## src/rtl/fp_div_pkg.sv

```systemverilog
// Shared types and constants for the Newton-Raphson floating-point divider:
// FSM states, reciprocal seed constants and the normal-path latency.
package fp_div_pkg;

  typedef enum logic [2:0] {
    IDLE,
    SEED,
    ITER_MUL,
    ITER_SUB,
    QMUL,
    NORM,
    DONE
  } state_t;

  // Round-down fixed-point value of num/17 with frac fraction bits
  function automatic logic [127:0] seed_div17(input int unsigned num, input int unsigned frac);
    return (128'(num) << frac) / 128'd17;
  endfunction

  function automatic logic [127:0] seed_c48(input int unsigned frac);
    return seed_div17(48, frac);
  endfunction

  function automatic logic [127:0] seed_c32(input int unsigned frac);
    return seed_div17(32, frac);
  endfunction

  function automatic int unsigned nr_latency(input int unsigned iters);
    return 2 * iters + 4;
  endfunction

endpackage

```

## src/rtl/fp_div_mul.sv

```systemverilog
// Unsigned fixed-point multiplier: full product shifted right by FRAC and
// truncated back to the operand width.
module fp_div_mul #(
  parameter int unsigned W    = 29,
  parameter int unsigned FRAC = 27
) (
  input  logic [W-1:0] a,
  input  logic [W-1:0] b,
  output logic [W-1:0] prod_c
);

  localparam int unsigned PW = 2 * W;

  assign prod_c = W'((PW'(a) * PW'(b)) >> FRAC);

endmodule

```

## src/rtl/fp_nr_divider.sv

```systemverilog
// Iterative floating-point divider using a Newton-Raphson reciprocal and one
// shared multiplier. Define FP_DIV_SPECIAL_EN for zero/inf/NaN fast handling.
module fp_nr_divider
  import fp_div_pkg::*;
#(
  parameter int unsigned EXP_W    = 8,
  parameter int unsigned MAN_W    = 23,
  parameter int unsigned NR_ITERS = 3
) (
  input  logic                   clk,
  input  logic                   rst,
  input  logic                   in_valid,
  output logic                   in_ready,
  input  logic [EXP_W+MAN_W:0]   A,
  input  logic [EXP_W+MAN_W:0]   B,
  output logic                   out_valid,
  input  logic                   out_ready,
  output logic [EXP_W+MAN_W:0]   result,
  output logic                   overflow,
  output logic                   underflow,
  output logic                   exception
);

  localparam int unsigned XLEN = 1 + EXP_W + MAN_W;
  localparam int unsigned F    = MAN_W + 4;
  localparam int unsigned W    = F + 2;
  localparam int unsigned EW   = EXP_W + 2;

  localparam logic [W-1:0] C48    = W'(seed_c48(F));
  localparam logic [W-1:0] C32    = W'(seed_c32(F));
  localparam logic [W-1:0] TWO    = W'(2) << F;
  localparam logic [W-1:0] RND_HI = W'(1) << (F - MAN_W);
  localparam logic [W-1:0] RND_LO = W'(1) << (F - MAN_W - 1);
  localparam logic signed [EW-1:0] BIAS  = EW'((1 << (EXP_W - 1)) - 1);
  localparam logic signed [EW-1:0] EMAX  = EW'((1 << EXP_W) - 1);
  localparam logic signed [EW-1:0] EZERO = '0;

  state_t               state;
  logic [2:0]           iter;
  logic [W-1:0]         d_r, ma_r, x_r, t_r, q_r;
  logic                 sign_r, zero_r, bypass_r;
  logic [EXP_W-1:0]     ea_r, eb_r;
  logic [MAN_W-1:0]     man_r;
  logic signed [EW-1:0] exp_r;

  logic [W-1:0]         mul_a, mul_b, mul_c;
  logic [W-1:0]         q_rnd;
  logic signed [EW-1:0] exp_base;
  logic                 a_zero_c, sign_c;

  assign a_zero_c = (A[XLEN-2:MAN_W] == '0);
  assign sign_c   = A[XLEN-1] ^ B[XLEN-1];

  // Half-ulp bias compensates the NR reciprocal approaching from below
  assign q_rnd    = q_r + (q_r[F+1] ? RND_HI : RND_LO);
  assign exp_base = $signed(EW'(ea_r)) - $signed(EW'(eb_r)) + BIAS;

  // Operand steering for the single shared multiplier
  always_comb begin
    mul_a = '0;
    mul_b = '0;
    case (state)
      SEED:     begin mul_a = C32;  mul_b = d_r;       end
      ITER_MUL: begin mul_a = d_r;  mul_b = x_r;       end
      ITER_SUB: begin mul_a = x_r;  mul_b = TWO - t_r; end
      QMUL:     begin mul_a = ma_r; mul_b = x_r;       end
      default:  ;
    endcase
  end

  fp_div_mul #(.W(W), .FRAC(F)) u_mul (
    .a      (mul_a),
    .b      (mul_b),
    .prod_c (mul_c)
  );

`ifdef FP_DIV_SPECIAL_EN
  logic            a_emax, b_emax, a_inf, b_inf, a_nan, b_nan, b_zero;
  logic            special_hit_c, special_exc_c;
  logic [XLEN-1:0] special_res_c;

  assign a_emax = &A[XLEN-2:MAN_W];
  assign b_emax = &B[XLEN-2:MAN_W];
  assign a_inf  = a_emax && (A[MAN_W-1:0] == '0);
  assign b_inf  = b_emax && (B[MAN_W-1:0] == '0);
  assign a_nan  = a_emax && (A[MAN_W-1:0] != '0);
  assign b_nan  = b_emax && (B[MAN_W-1:0] != '0);
  assign b_zero = (B[XLEN-2:MAN_W] == '0);

  always_comb begin
    special_hit_c = 1'b1;
    special_exc_c = 1'b0;
    special_res_c = {sign_c, {(XLEN-1){1'b0}}};
    if (a_nan || b_nan || (a_zero_c && b_zero) || (a_inf && b_inf)) begin
      special_res_c = {sign_c, {EXP_W{1'b1}}, 1'b1, {(MAN_W-1){1'b0}}};
      special_exc_c = 1'b1;
    end else if (b_zero) begin
      special_res_c = {sign_c, {EXP_W{1'b1}}, {MAN_W{1'b0}}};
      special_exc_c = 1'b1;
    end else if (a_zero_c || b_inf) begin
      special_res_c = {sign_c, {(XLEN-1){1'b0}}};
    end else if (a_inf) begin
      special_res_c = {sign_c, {EXP_W{1'b1}}, {MAN_W{1'b0}}};
    end else begin
      special_hit_c = 1'b0;
    end
  end
`else
  assign exception = 1'b0;
`endif

  always_ff @(posedge clk or posedge rst) begin
    if (rst) begin
      state     <= IDLE;
      in_ready  <= 1'b1;
      out_valid <= 1'b0;
      result    <= '0;
      overflow  <= 1'b0;
      underflow <= 1'b0;
`ifdef FP_DIV_SPECIAL_EN
      exception <= 1'b0;
`endif
      iter      <= '0;
      d_r       <= '0;
      ma_r      <= '0;
      x_r       <= '0;
      t_r       <= '0;
      q_r       <= '0;
      sign_r    <= 1'b0;
      zero_r    <= 1'b0;
      bypass_r  <= 1'b0;
      ea_r      <= '0;
      eb_r      <= '0;
      man_r     <= '0;
      exp_r     <= '0;
    end else begin
      case (state)
        IDLE: if (in_valid) begin
          in_ready  <= 1'b0;
          overflow  <= 1'b0;
          underflow <= 1'b0;
          sign_r    <= sign_c;
          zero_r    <= a_zero_c;
          bypass_r  <= 1'b0;
          ea_r      <= A[XLEN-2:MAN_W];
          eb_r      <= B[XLEN-2:MAN_W];
          d_r       <= {2'b00, 1'b1, B[MAN_W-1:0], 3'b000};
          ma_r      <= {2'b01, A[MAN_W-1:0], 4'b0000};
          iter      <= '0;
          state     <= SEED;
`ifdef FP_DIV_SPECIAL_EN
          exception <= special_exc_c;
          if (special_hit_c) begin
            result   <= special_res_c;
            bypass_r <= 1'b1;
            state    <= DONE;
          end
`endif
        end
        SEED: begin
          x_r   <= C48 - mul_c;
          state <= ITER_MUL;
        end
        ITER_MUL: begin
          t_r   <= mul_c;
          state <= ITER_SUB;
        end
        ITER_SUB: begin
          x_r  <= mul_c;
          iter <= iter + 3'd1;
          state <= (iter == 3'(NR_ITERS - 1)) ? QMUL : ITER_MUL;
        end
        QMUL: begin
          q_r   <= mul_c;
          state <= NORM;
        end
        NORM: begin
          if (q_rnd[F+1]) begin
            man_r <= MAN_W'(q_rnd >> (F - MAN_W + 1));
            exp_r <= exp_base;
          end else begin
            man_r <= MAN_W'(q_rnd >> (F - MAN_W));
            exp_r <= exp_base - EW'(1);
          end
          state <= DONE;
        end
        DONE: begin
          // First DONE cycle packs and saturates; later cycles wait for the sink
          if (!out_valid) begin
            out_valid <= 1'b1;
            if (!bypass_r) begin
              if (zero_r) begin
                result <= {sign_r, {(XLEN-1){1'b0}}};
              end else if (exp_r >= EMAX) begin
                result   <= {sign_r, {EXP_W{1'b1}}, {MAN_W{1'b0}}};
                overflow <= 1'b1;
              end else if (exp_r <= EZERO) begin
                result    <= {sign_r, {(XLEN-1){1'b0}}};
                underflow <= 1'b1;
              end else begin
                result <= {sign_r, exp_r[EXP_W-1:0], man_r};
              end
            end
          end else if (out_ready) begin
            out_valid <= 1'b0;
            in_ready  <= 1'b1;
            state     <= IDLE;
          end
        end
        default: state <= IDLE;
      endcase
    end
  end

endmodule

```

## config.mk

```make
export PLATFORM = sky130hd
export DESIGN_NAME = fp_nr_divider
export DESIGN_NICKNAME = d
export VERILOG_FILES = /design/src/rtl/fp_div_pkg.sv /design/src/rtl/fp_div_mul.sv /design/src/rtl/fp_nr_divider.sv
export SDC_FILE = /design/constraint.sdc
export NUM_CORES = 2
export LEC_CHECK = 0
export CORE_MARGIN = 5
export CORE_UTILIZATION = 70
export CTS_BUF_LIST = sky130_fd_sc_hd__clkbuf_4 sky130_fd_sc_hd__clkbuf_8
export CTS_CLUSTER_DIAMETER = 50
export CTS_CLUSTER_SIZE = 28
export DETAILED_ROUTE_END_ITERATION = 16
export GPL_TIMING_DRIVEN = 0
export PLACE_DENSITY = 0.9
export SETUP_SLACK_MARGIN = 0.02
export SLEW_MARGIN = 5
export SYNTH_ARGS = -nofsm -noshare
export SYNTH_HDL_FRONTEND = slang
export SYNTH_SLANG_ARGS = --single-unit
```

## constraint.sdc

```tcl
create_clock -name clk -period 18.44 [get_ports clk]
set_clock_uncertainty 0.2 [all_clocks]
set_input_delay 3.688 -clock clk [delete_from_list [all_inputs] [get_ports clk]]
set_output_delay 3.688 -clock clk [all_outputs]
set_load 0.01 [all_outputs]
```

==> results by group <==
Status
  – Status: finished with violations
  – Failing checks: capacitance limit, slew limit

Worst setup path
  – CP max stage delay: 1040 ps
  – Critical path endpoint category: register
  – CP arrival: 14780 ps
  – Crit start category: register
  – Slowest CP cell: clkbuf_1
  – Critical-path maximum fanout: 10
  – CP Class: reg2reg
  – Most used cell, CP: fa_1
  – Crit path required time: 18720 ps

Logic synthesis
  – Post-Syn Instances: 4493
  – Netlist cell types: 92
  – Synth Cell Area: 39200 µm²
  – Sequential-to-total area share from yosys stat: 0.143
  – Mapped Nets: 5529
  – Synthesis warning total: 0
  – Dominant synthesized flop cell: dfrtp_1
  – Area contributors post-synth: fa_1 (37%), dfrtp_1 (14%), inv_1 (7.9%)
  – FF+latch count, synth: 224
  – Area leader, netlist: fa_1
  – Number of synthesized flops with an enable pin: 0
  – Ys async rst share: 1.00
  – Synthesized area per cell: 8.72 µm²
  – Top cell type's share of synthesized area: 0.370

STA
  – Setup-failing EPs final: 0
  – Worst-Margin Slew: 1600 ps
  – Max-slew headroom: -0.0679
  – Final period utilization: 0.786
  – Pins Over Slew Limit: 26
  – Tmin final: 14500 ps
  – Achievable clock frequency: 69.0 MHz
  – Setup ws final: 3940 ps
  – Fin. Hold Viols: 0
  – Setup TNS: 0 ps
  – RSZ-0062 raised after global routing: false

Clock tree
  – Cts repair resizes: 0
  – Clk_lat worst skew: 600 ps
  – CTS H-tree lvls: 1
  – Clock-pin slew on the worst setup and hold paths: 160 ps
  – Root Driver: clkbuf_8
  – CTS tree: built
  – Longest Clk Path Bufs: 3
  – CTS Hold Bufs: 0
  – CTS Buf Count: 17
  – Post-CTS Setup Repair Bufs: 0
  – Clock sink count: 224

Global route
  – GR Overflow Total: 0
  – Initial antenna violation count: 11
  – Gr usage total: 0.513
  – First-pass GRT wire length: 227000 µm
  – Vias in the first global route: 36800
  – Pin count of the biggest net entering global routing: 104

Die
  – Core Area: 55300 µm²
  – IO Pins: 105
  – Die ar.: 60800 µm²
  – Row count: 86
  – Initial Util: 0.708
  – Die H: 247 µm
  – Die X: 247 µm

Placement
  – Placed wire-length estimate: 123000 µm
  – Routability Congestion: 1.10
  – PortBufs: 103
  – Worst slack, placed: 4920 ps

Run
  – Max cap viols: 5

Detailed routing
  – Drt pass-1 iters: 7
  – Vias per std cell: 6.63
  – Drt drc: 0
  – Total number of vias: 35800
  – Drt wl/cell: 28.6 µm
  – Antenna Nets Post-Route: 0
  – Routed WL: 154000 µm
  – Detailed Route Iter0 Violations: 5270

Layout
  – Area delta synth->final: 6.80%
  – Nets: 5662
  – Share of post-route cells with drive strength above 1: 0.0388

Min path
  – HP Class: reg2reg
layout make-up:
type,instances,area (µm²)
antenna,17,42.5
tap,748,936
fill,4004,13500
buffer,236,912
sequential,224,5610
clock inverter,9,159
clock buffer,20,263
multi-input combinational,3204,29600
timing repair buffer,114,1190
inverter,829,3120
path summary, 6_finish.rpt:
check,startpoint,endpoint,slack (ps),cells after the start
max,t_r[4]$_DFFE_PP0N_,x_r[21]$_DFFE_PP0P_,3940,34
min,man_r[9]$_DFFE_PP0P_,result[9]$_DFFE_PP0P_,290,1
max reg2reg,t_r[4]$_DFFE_PP0N_,x_r[21]$_DFFE_PP0P_,3940,34
min reg2reg,man_r[9]$_DFFE_PP0P_,result[9]$_DFFE_PP0P_,290,1
max in group asynchronous,rst,ma_r[17]$_DFFE_PP0P_,13550,4
min in group asynchronous,rst,sign_r$_DFFE_PP0P_,3200,2
cells in the mapped netlist (45+ instances only):
master and count:
a21o_1 48, a21oi_1 117, clkbuf_1 202, dfrtp_1 223, fa_1 724, ha_1 244
inv_1 829, mux2_2 69, nand2_1 684, nor2_1 497, o21ai_0 188, xnor2_1 72
xor2_1 45
registers in the layout, indices dropped and copies added (netlist names):
| register | cells |
|---|---|
| d_r | 23 |
| ea_r | 8 |
| eb_r | 8 |
| exp_r | 10 |
| in_ready | 1 |
| iter | 3 |
| ma_r | 24 |
| man_r | 23 |
| out_valid | 1 |
| overflow | 1 |
| q_r | 26 |
| result | 32 |
| sign_r | 1 |
| state | 3 |
| t_r | 29 |
| underflow | 1 |
| x_r | 29 |
| zero_r | 1 |
layout by cell type, fill, tap and decap left out, types with 10 or more instances in the layout:
master and count:
diode_2 17, a22o_1 30, o211ai_1 16, xnor2_1 72, clkbuf_1 202, nand2_1 684
buf_2 15, nand3_1 34, nor3_1 34, nor2b_1 12, and3_1 26, a21oi_2 13
a21o_1 48, o21a_1 36, a21oi_1 105, inv_1 828, and2_1 31, nand4_1 22
clkdlybuf4s50_1 103, mux2_2 69, buf_1 17, o21ai_0 188, nor2_1 497, nor4_1 16
dfrtp_1 223, fa_1 724, mux2i_1 29, o21bai_1 16, ha_1 244, a311oi_1 12
or3_1 10, a22oi_1 17, o21ai_1 25, clkbuf_8 18, a211oi_1 11, xor2_1 45
routing by layer:
layer | up-vias | wire length [µm] | track usage | part of all wire
met5 | - | 56 | 0 | 0.00036
met4 | 10 | 16600 | 0.382 | 0.11
met3 | 1050 | 24400 | 0.208 | 0.16
met2 | 3255 | 62400 | 0.722 | 0.40
met1 | 17300 | 50900 | 0.635 | 0.33
li1 | 14200 | - | - | -
metrics by stage:
step           area, µm²  std cells  hold WS, ps   util
6_report           41800       5401          291  0.756
5_1_grt            41800       5385          308  0.755
4_1_cts            41700       5381          293  0.755
3_5_place_dp       41300       5352          273  0.747
3_3_place_gp       41100       5344          265  0.744
2_1_floorplan      39200       4493          251      -
cell families (layout without fill, tap and decap cells):
logic type                 Yosys count  count (layout)  share of synthesized area
and+or+nand+nor                   1420            1420                      0.152
buffers and inverters             1065            1208                      0.103
adders and majority gates          968             968                      0.448
AOI/OAI and AO/OA                  595             595                     0.0980
DFF                                224             224                      0.143
xor gates and xnor gates           121             121                     0.0278
muxes                               99              99                     0.0275
other                                1              18                  0.0000958
worst max-delay path, delay by kind of cell, from the launching register on:
| kind | cells | cell delay, ps |
|---|---|---|
| simple gates | 9 | 3010 |
| buf+inv | 6 | 2330 |
| flops | 1 | 480 |
| xor+xnor | 1 | 490 |
| fa+ha+maj | 9 | 4500 |
| compound gates | 9 | 3330 |
Power is left out: the tool's default activity adds up to more than one toggle a clock period on the data nets, which glitch-free logic cannot reach.
